===== config.mk =====
export PLATFORM = sky130hd
export DESIGN_NAME = simplez_seq_flat
export DESIGN_NICKNAME = d
export VERILOG_FILES = /design/src/rtl/simplez_pkg.sv /design/src/rtl/simplez_if.sv /design/src/rtl/simplez_udecode.sv /design/src/rtl/simplez_seq.sv /design/src/flat_wrapper.sv
export SDC_FILE = /design/constraint.sdc
export NUM_CORES = 1
export LEC_CHECK = 0
export BUFFER_PORTS_ARGS = -buffer_cell sky130_fd_sc_hd__buf_2
export CORE_MARGIN = 3
export CORE_UTILIZATION = 45
export CTS_CLUSTER_SIZE = 10
export DETAILED_ROUTE_END_ITERATION = 8
export HOLD_SLACK_MARGIN = 0.03
export PLACE_DENSITY_LB_ADDON = 0.15
export SYNTH_ARGS = -nofsm -noshare
export SYNTH_HDL_FRONTEND = slang
export SYNTH_SLANG_ARGS = --single-unit

===== constraint.sdc =====
create_clock -name clk -period 2.7 [get_ports clk]
set_input_delay 0.135 -clock clk [delete_from_list [all_inputs] [get_ports clk]]
set_output_delay 0.135 -clock clk [all_outputs]
set_load 0.02 [all_outputs]

===== src/rtl/simplez_pkg.sv =====
`default_nettype none
// ============================================================================
// Module      : simplez_pkg
// Description : Shared definitions for the Simplez control sequencer:
//               machine widths, opcode and sequencer-state encodings and the
//               packed microorder bundle produced by the decoder.
// Revision    : 1.0 - initial release
// ============================================================================
package simplez_pkg;

  localparam int DATAW = 12;
  localparam int ADDRW = 9;

  // RI[11:9] operation codes
  typedef enum logic [2:0] {
    OP_ST   = 3'd0,
    OP_LD   = 3'd1,
    OP_ADD  = 3'd2,
    OP_BR   = 3'd3,
    OP_BZ   = 3'd4,
    OP_CLR  = 3'd5,
    OP_DEC  = 3'd6,
    OP_HALT = 3'd7
  } opcode_t;

  // Sequencer states; code 3'd7 is unused and recovers to S_INIT
  typedef enum logic [2:0] {
    S_INIT   = 3'd0,
    S_I0     = 3'd1,
    S_I1     = 3'd2,
    S_O0     = 3'd3,
    S_O1     = 3'd4,
    S_PAUSE  = 3'd5,
    S_HALTED = 3'd6
  } state_t;

  // Datapath microorders, one bit each
  typedef struct packed {
    logic lec;
    logic esc;
    logic era;
    logic eri;
    logic sri;
    logic incp;
    logic ecp;
    logic ccp;
    logic scp;
    logic eac;
    logic sac;
    logic sum;
    logic tra2;
    logic dec1;
    logic bor;
  } uorders_t;

endpackage : simplez_pkg
`default_nettype wire


===== src/rtl/simplez_if.sv =====
`default_nettype none
// ============================================================================
// Module      : simplez_if
// Description : Bus between the Simplez datapath/front panel and the control
//               sequencer.
//   Inputs to sequencer : opcode, ac_zero, run, step_mode
//   Outputs             : 15 microorders, stop, state, icount[ICW-1:0]
//   master modport      : datapath / front-panel side
//   slave modport       : sequencer side
// Revision    : 1.0 - initial release
// ============================================================================
interface simplez_if #(
  parameter int ICW = 16
);
  import simplez_pkg::*;

  opcode_t        opcode;
  logic           ac_zero;
  logic           run;
  logic           step_mode;

  logic           lec, esc, era, eri, sri, incp, ecp, ccp;
  logic           scp, eac, sac, sum, tra2, dec1, bor;
  logic           stop;
  state_t         state;
  logic [ICW-1:0] icount;

  modport master (
    output opcode, ac_zero, run, step_mode,
    input  lec, esc, era, eri, sri, incp, ecp, ccp,
    input  scp, eac, sac, sum, tra2, dec1, bor,
    input  stop, state, icount
  );

  modport slave (
    input  opcode, ac_zero, run, step_mode,
    output lec, esc, era, eri, sri, incp, ecp, ccp,
    output scp, eac, sac, sum, tra2, dec1, bor,
    output stop, state, icount
  );

endinterface : simplez_if
`default_nettype wire


===== src/rtl/simplez_udecode.sv =====
`default_nettype none
// ============================================================================
// Module      : simplez_udecode
// Description : Purely combinational microorder decoder.
//   state      : current sequencer state
//   opcode     : live opcode (decoded during I1)
//   opcode_lat : opcode captured at instruction fetch (decoded during O0)
//   ac_zero    : accumulator-is-zero flag (BZ decision in I1)
//   uo         : 15 datapath microorders
// Revision    : 1.0 - initial release
// ============================================================================
module simplez_udecode
  import simplez_pkg::*;
(
  input  state_t   state,
  input  opcode_t  opcode,
  input  opcode_t  opcode_lat,
  input  logic     ac_zero,
  output uorders_t uo
);

  always_comb begin
    uo = '0;
    case (state)
      S_INIT: uo.ccp = 1'b1;
      S_I0: begin
        uo.lec  = 1'b1;
        uo.eri  = 1'b1;
        uo.incp = 1'b1;
      end
      S_I1: begin
        case (opcode)
          OP_ST, OP_LD, OP_ADD: begin
            uo.sri = 1'b1;
            uo.era = 1'b1;
          end
          OP_BR: begin
            uo.sri = 1'b1;
            uo.era = 1'b1;
            uo.ecp = 1'b1;
          end
          OP_BZ: begin
            // Taken branch loads the target from RI; otherwise fetch from CP
            uo.era = 1'b1;
            if (ac_zero) begin
              uo.sri = 1'b1;
              uo.ecp = 1'b1;
            end else begin
              uo.scp = 1'b1;
            end
          end
          OP_CLR: begin
            uo.bor = 1'b1;
            uo.eac = 1'b1;
            uo.scp = 1'b1;
            uo.era = 1'b1;
          end
          OP_DEC: begin
            uo.dec1 = 1'b1;
            uo.eac  = 1'b1;
            uo.scp  = 1'b1;
            uo.era  = 1'b1;
          end
          default: ; // HALT: no microorders
        endcase
      end
      S_O0: begin
        // The operand phase follows the opcode captured at fetch, not the
        // live bus value, which may already have moved on.
        case (opcode_lat)
          OP_ST: begin
            uo.sac = 1'b1;
            uo.esc = 1'b1;
          end
          OP_LD: begin
            uo.lec  = 1'b1;
            uo.tra2 = 1'b1;
            uo.eac  = 1'b1;
          end
          OP_ADD: begin
            uo.lec = 1'b1;
            uo.sum = 1'b1;
            uo.eac = 1'b1;
          end
          default: ;
        endcase
      end
      S_O1: begin
        uo.scp = 1'b1;
        uo.era = 1'b1;
      end
      default: ; // PAUSE, HALTED, unused code
    endcase
  end

endmodule : simplez_udecode
`default_nettype wire


===== src/rtl/simplez_seq.sv =====
`default_nettype none
// ============================================================================
// Module      : simplez_seq
// Description : Simplez control sequencer. Holds the state register, the
//               fetched-opcode latch and the retired-instruction counter; all
//               state advances on the falling edge of clk.
//   clk  : clock (falling edge active)
//   rst  : synchronous active-high reset
//   bus  : simplez_if.slave - opcode/ac_zero/run/step_mode in,
//          microorders/stop/state/icount out
// Revision    : 1.0 - initial release
// ============================================================================
module simplez_seq
  import simplez_pkg::*;
#(
  parameter int ICW = 16
) (
  input  logic      clk,
  input  logic      rst,
  simplez_if.slave  bus
);

  localparam logic [ICW-1:0] ICOUNT_INC = {{(ICW-1){1'b0}}, 1'b1};

  state_t         state_r;
  state_t         state_nxt;
  state_t         fetch_state;
  opcode_t        opcode_lat_r;
  logic [ICW-1:0] icount_r;
  uorders_t       uo;

  // --------------------------------------------------------------------------
  // State register
  // --------------------------------------------------------------------------
  always_ff @(negedge clk) begin
    if (rst) begin
      state_r <= S_INIT;
    end else begin
      state_r <= state_nxt;
    end
  end

  // --------------------------------------------------------------------------
  // Next-state logic
  // --------------------------------------------------------------------------
  always_comb begin
    // Where the next instruction begins: straight into I0, or park in PAUSE
    fetch_state = bus.step_mode ? S_PAUSE : S_I0;
    state_nxt   = S_INIT;
    case (state_r)
      S_INIT: state_nxt = S_O1;
      S_I0:   state_nxt = S_I1;
      S_I1: begin
        case (bus.opcode)
          OP_ST, OP_LD, OP_ADD: state_nxt = S_O0;
          OP_HALT:              state_nxt = S_HALTED;
          default:              state_nxt = fetch_state;
        endcase
      end
      S_O0:     state_nxt = S_O1;
      S_O1:     state_nxt = fetch_state;
      S_PAUSE:  state_nxt = bus.run ? S_I0 : S_PAUSE;
      // Leaving HALTED goes through O1 so the address bus reloads from CP
      S_HALTED: state_nxt = bus.run ? S_O1 : S_HALTED;
      default:  state_nxt = S_INIT;
    endcase
  end

  // --------------------------------------------------------------------------
  // Opcode latch and retired-instruction counter
  // --------------------------------------------------------------------------
  always_ff @(negedge clk) begin
    if (rst) begin
      opcode_lat_r <= OP_ST;
      icount_r     <= '0;
    end else begin
      if (state_r == S_I0) begin
        opcode_lat_r <= bus.opcode;
      end
      // Every instruction passes through I1 exactly once, HALT included
      if (state_r == S_I1) begin
        icount_r <= icount_r + ICOUNT_INC;
      end
    end
  end

  // --------------------------------------------------------------------------
  // Microorder decoder
  // --------------------------------------------------------------------------
  simplez_udecode u_udecode (
    .state      (state_r),
    .opcode     (bus.opcode),
    .opcode_lat (opcode_lat_r),
    .ac_zero    (bus.ac_zero),
    .uo         (uo)
  );

  assign bus.lec    = uo.lec;
  assign bus.esc    = uo.esc;
  assign bus.era    = uo.era;
  assign bus.eri    = uo.eri;
  assign bus.sri    = uo.sri;
  assign bus.incp   = uo.incp;
  assign bus.ecp    = uo.ecp;
  assign bus.ccp    = uo.ccp;
  assign bus.scp    = uo.scp;
  assign bus.eac    = uo.eac;
  assign bus.sac    = uo.sac;
  assign bus.sum    = uo.sum;
  assign bus.tra2   = uo.tra2;
  assign bus.dec1   = uo.dec1;
  assign bus.bor    = uo.bor;
  assign bus.stop   = (state_r == S_HALTED);
  assign bus.state  = state_r;
  assign bus.icount = icount_r;

endmodule : simplez_seq
`default_nettype wire


===== src/flat_wrapper.sv =====
// flat-port wrapper written by rule: the top's interface ports become plain ports
module simplez_seq_flat import simplez_pkg::*;
#(
  parameter int ICW = 16
)
  (clk, rst, bus_opcode, bus_ac_zero, bus_run, bus_step_mode, bus_lec, bus_esc, bus_era, bus_eri, bus_sri, bus_incp, bus_ecp, bus_ccp, bus_scp, bus_eac, bus_sac, bus_sum, bus_tra2, bus_dec1, bus_bor, bus_stop, bus_state, bus_icount);
  simplez_if #(.ICW(ICW)) bus_i ();
  input  logic clk;
  input  logic rst;
  input wire logic [$bits(bus_i.opcode)-1:0] bus_opcode;
  input wire logic [$bits(bus_i.ac_zero)-1:0] bus_ac_zero;
  input wire logic [$bits(bus_i.run)-1:0] bus_run;
  input wire logic [$bits(bus_i.step_mode)-1:0] bus_step_mode;
  output wire logic [$bits(bus_i.lec)-1:0] bus_lec;
  output wire logic [$bits(bus_i.esc)-1:0] bus_esc;
  output wire logic [$bits(bus_i.era)-1:0] bus_era;
  output wire logic [$bits(bus_i.eri)-1:0] bus_eri;
  output wire logic [$bits(bus_i.sri)-1:0] bus_sri;
  output wire logic [$bits(bus_i.incp)-1:0] bus_incp;
  output wire logic [$bits(bus_i.ecp)-1:0] bus_ecp;
  output wire logic [$bits(bus_i.ccp)-1:0] bus_ccp;
  output wire logic [$bits(bus_i.scp)-1:0] bus_scp;
  output wire logic [$bits(bus_i.eac)-1:0] bus_eac;
  output wire logic [$bits(bus_i.sac)-1:0] bus_sac;
  output wire logic [$bits(bus_i.sum)-1:0] bus_sum;
  output wire logic [$bits(bus_i.tra2)-1:0] bus_tra2;
  output wire logic [$bits(bus_i.dec1)-1:0] bus_dec1;
  output wire logic [$bits(bus_i.bor)-1:0] bus_bor;
  output wire logic [$bits(bus_i.stop)-1:0] bus_stop;
  output wire logic [$bits(bus_i.state)-1:0] bus_state;
  output wire logic [$bits(bus_i.icount)-1:0] bus_icount;
  assign bus_i.opcode = bus_opcode;
  assign bus_i.ac_zero = bus_ac_zero;
  assign bus_i.run = bus_run;
  assign bus_i.step_mode = bus_step_mode;
  assign bus_lec = bus_i.lec;
  assign bus_esc = bus_i.esc;
  assign bus_era = bus_i.era;
  assign bus_eri = bus_i.eri;
  assign bus_sri = bus_i.sri;
  assign bus_incp = bus_i.incp;
  assign bus_ecp = bus_i.ecp;
  assign bus_ccp = bus_i.ccp;
  assign bus_scp = bus_i.scp;
  assign bus_eac = bus_i.eac;
  assign bus_sac = bus_i.sac;
  assign bus_sum = bus_i.sum;
  assign bus_tra2 = bus_i.tra2;
  assign bus_dec1 = bus_i.dec1;
  assign bus_bor = bus_i.bor;
  assign bus_stop = bus_i.stop;
  assign bus_state = bus_i.state;
  assign bus_icount = bus_i.icount;
  simplez_seq #(.ICW(ICW)) u_core (.clk(clk), .rst(rst), .bus(bus_i));
endmodule

==> results.cfg <==
[routing]
drcViolationCount = 0
first_pass_iters = 4
drtAntennaViolNets = 0
drt_iter0_drc = 40
vias = 1385
vias_per_cell = 5.307
drt_wl_total_mm = 3.328
wl_per_cell_um = 12.75

[power_and_ir_drop]
p_total_mw = 0.8690
pwr-share-seq_pct = 39.7
p_sw_mw = 0.3265
p_leak_nw = 0.8781
share_comb_of_total_power_pct = 26.0
vdd_ir_drop_max_mv = 0.3985
clkPwrFrac_pct = 34.3
p_int_mw = 0.5425
powerDensity_nw_per_um2 = 458.1
swShare_pct = 37.57

[clock_network]
root_buffer = clkbuf_4
cts.sinks = 22
cts_tree = built
cts-htree-levels = 1
clk_latency_ns = 0.39
cts_buffers = 3
cts_buffer_depth = 2
clkTransAtPathRegs_ns = 0.04

[global_route]
grt_use_total_pct = 19.61
globalRouteOverflowTotal = 0
grt_pass1_wl_mm = 5.237
antenna_found_initial = 0
grt_pass1_vias = 1267
grt_max_degree = 24

[die]
io_pins = 43
row_count = 18
start_util_pct = 48.72
fp.dieW_um = 58.49
core_region_area_um2 = 2545
die_y_um = 58.49
die-area_um2 = 3421

[hold_path]
hold_path_class = reg -> reg

[setup_path]
slowest_delay_ns = 0.41
worstSetupPathType = reg -> out
cp.required_ns = 2.57
worst-path-buf-inv = 1
cp_slowest_cell = or3b_4
crit_fanout = 4
cp-start-kind = flip-flop
end_kind = output pin
cp.arrival_ns = 2.95
path_common_cell = nand2b_4
crit_family = simple AND/OR/NAND/NOR gates
path_cells = nand2b_4, or3b_4, nand2b_4, o21ai_2, buf_6

[cells_and_area]
layout_common_cells = buf_2 (27), inv_1 (24), dfxtp_1 (19)
final_nets = 241
final_common_cell = buf_2
antenna_cells = 0
final_layout_size_suffix_gt1_share_pct = 38.10
seqCellArea_um2 = 444.2
syn_to_final_growth_pct = 52.98
fill_cells = 191
multi_input_area_um2 = 849.6

[synth]
synth_fp_nets = 167
synthCells = 158
yosys_warnings = 0
syn-cell-area_um2 = 1240
ys_seq_area_share_pct = 35.52
synthFlopType = dfxtp_1
synth-seq-cells = 22
synth_edf_count = 0
synth_area_per_cell_um2 = 7.848
synthArstFlopShare_pct = 0
ys_types = 37

[timing]
tightest_slew_ns = 0.4247
slew_headroom_pct = 71.69
clock_skew_ns = 0.01762
setup_slack_ns = -0.3821
rsz0062_at_grt = yes
finalMaxSlewViolations = 0
hold_violations = 0
setup_viol = 16

[placement]
numPortBuffers = 42
hpwl_mm = 2.100
pre_cts_slack_ns = -0.1161
gp_congestion = 0.7636

[job]
drv_cap = 0

[outcome]
violations = negative setup slack
status = finished, violations left
==> power by group through the flow <==
stage	Combinational [mW]	Sequential, mW	Clock [mW]
CTS	0.200	0.345	0.308
global route	0.239	0.346	0.343
finish	0.226	0.345	0.298
floorplan	0.103	0.361	0.0521
detailed placement	0.160	0.351	0.0521
global placement	0.158	0.350	0.0521
==> cells in the mapped netlist, drive strengths merged (3+ instances only) <==
| cell | n | area share (%) |
|---|---|---|
| xor2 | 4 | 2.8 |
| nand2b | 7 | 3.5 |
| o21ai | 13 | 5.2 |
| nor3b | 5 | 3.9 |
| a21oi | 15 | 6.1 |
| or3b | 3 | 2.1 |
| inv | 3 | 0.91 |
| xnor2 | 8 | 5.7 |
| nor3 | 5 | 2.0 |
| or3 | 5 | 2.5 |
| dfxtp | 22 | 36 |
| nand4 | 4 | 2.0 |
| buf | 5 | 2.4 |
| nor2 | 14 | 4.2 |
| nand2 | 13 | 3.9 |
| clkbuf | 7 | 2.1 |
| nand3 | 5 | 2.0 |
==> cell type report <==
type                       count  share of cell area [%]
clock buffer                   3                   1.187
clock inverter                23                   4.683
inverter                       2                  0.3958
multi-input combinational    121                   44.79
sequential                    22                   23.42
tap                           30                   1.979
timing repair buffer          60                   23.55
==> worst paths after layout <==
path | start | to | slack (ns) | cells after the start
setup / recovery | u_core.bus.state[2] | bus_lec | -0.38 | 5
hold / removal | u_core.bus.icount[15] | u_core.bus.icount[15] | 0.48 | 2
setup reg to reg | u_core.bus.state[1] | u_core.bus.icount[15] | 0.83 | 7
hold reg to reg | u_core.bus.icount[15] | u_core.bus.icount[15] | 0.48 | 2
==> per-layer routing <==
layer	up-vias	track usage, %	part of all wire, %
li1	694	-	-
met1	641	22.84	43
met2	44	32.54	49
met3	6	5.921	6.4
met4	0	9.603	1.1
met5	-	0	0
==> metrics by stage <==
step	utilization [%]	std cells	hold slack, ns	setup TNS (ns)	instance area [um2]
after detailed placement	61.21	226	0.4732	-0.2010	1558
after global placement	61.21	226	0.4552	-0.1126	1558
after CTS	72.32	258	0.4818	-4.285	1841
after floorplan	-	158	0.4541	-1.393	1316
final	74.53	261	0.4785	-4.485	1897
after global routing	74.53	261	0.5204	-5.357	1897
==> flip-flops by register name, indices dropped and copies added, names as in the netlist <==
signal,flops
u_core.bus.icount,16
u_core.opcode_lat_r,3
u_core.bus.state,3
==> kinds of logic after synthesis <==
logic type,after synthesis,share of synthesized area [%]
flip-flops,22,35.52
AND/OR/NAND/NOR,74,34.21
AO/OA/AOI/OAI,33,14.53
adder cells (fa/ha/maj),1,1.009
XOR/XNOR,12,8.476
multiplexers,1,0.8073
buffers and inverters,15,5.449
==> worst reg2reg max path: stages (launching register included) <==
cell and delay [ns]:
dfxtp_2 0.33, buf_6 0.12, buf_6 0.12, buf_4 0.10, nand4b_1 0.13, or2_1 0.35, or4_1 0.49, a21oi_1 0.15
==> repair_timing <==
item / 4_1_cts / 5_1_grt
pin swaps: 8 / 2
buffers inserted: 7 / 4
hold buffers: 0 / 0
setup endpoints to repair: 16 / 17
resized for setup: 37 / 9
Note: power is estimated with default switching activity, not from simulation.
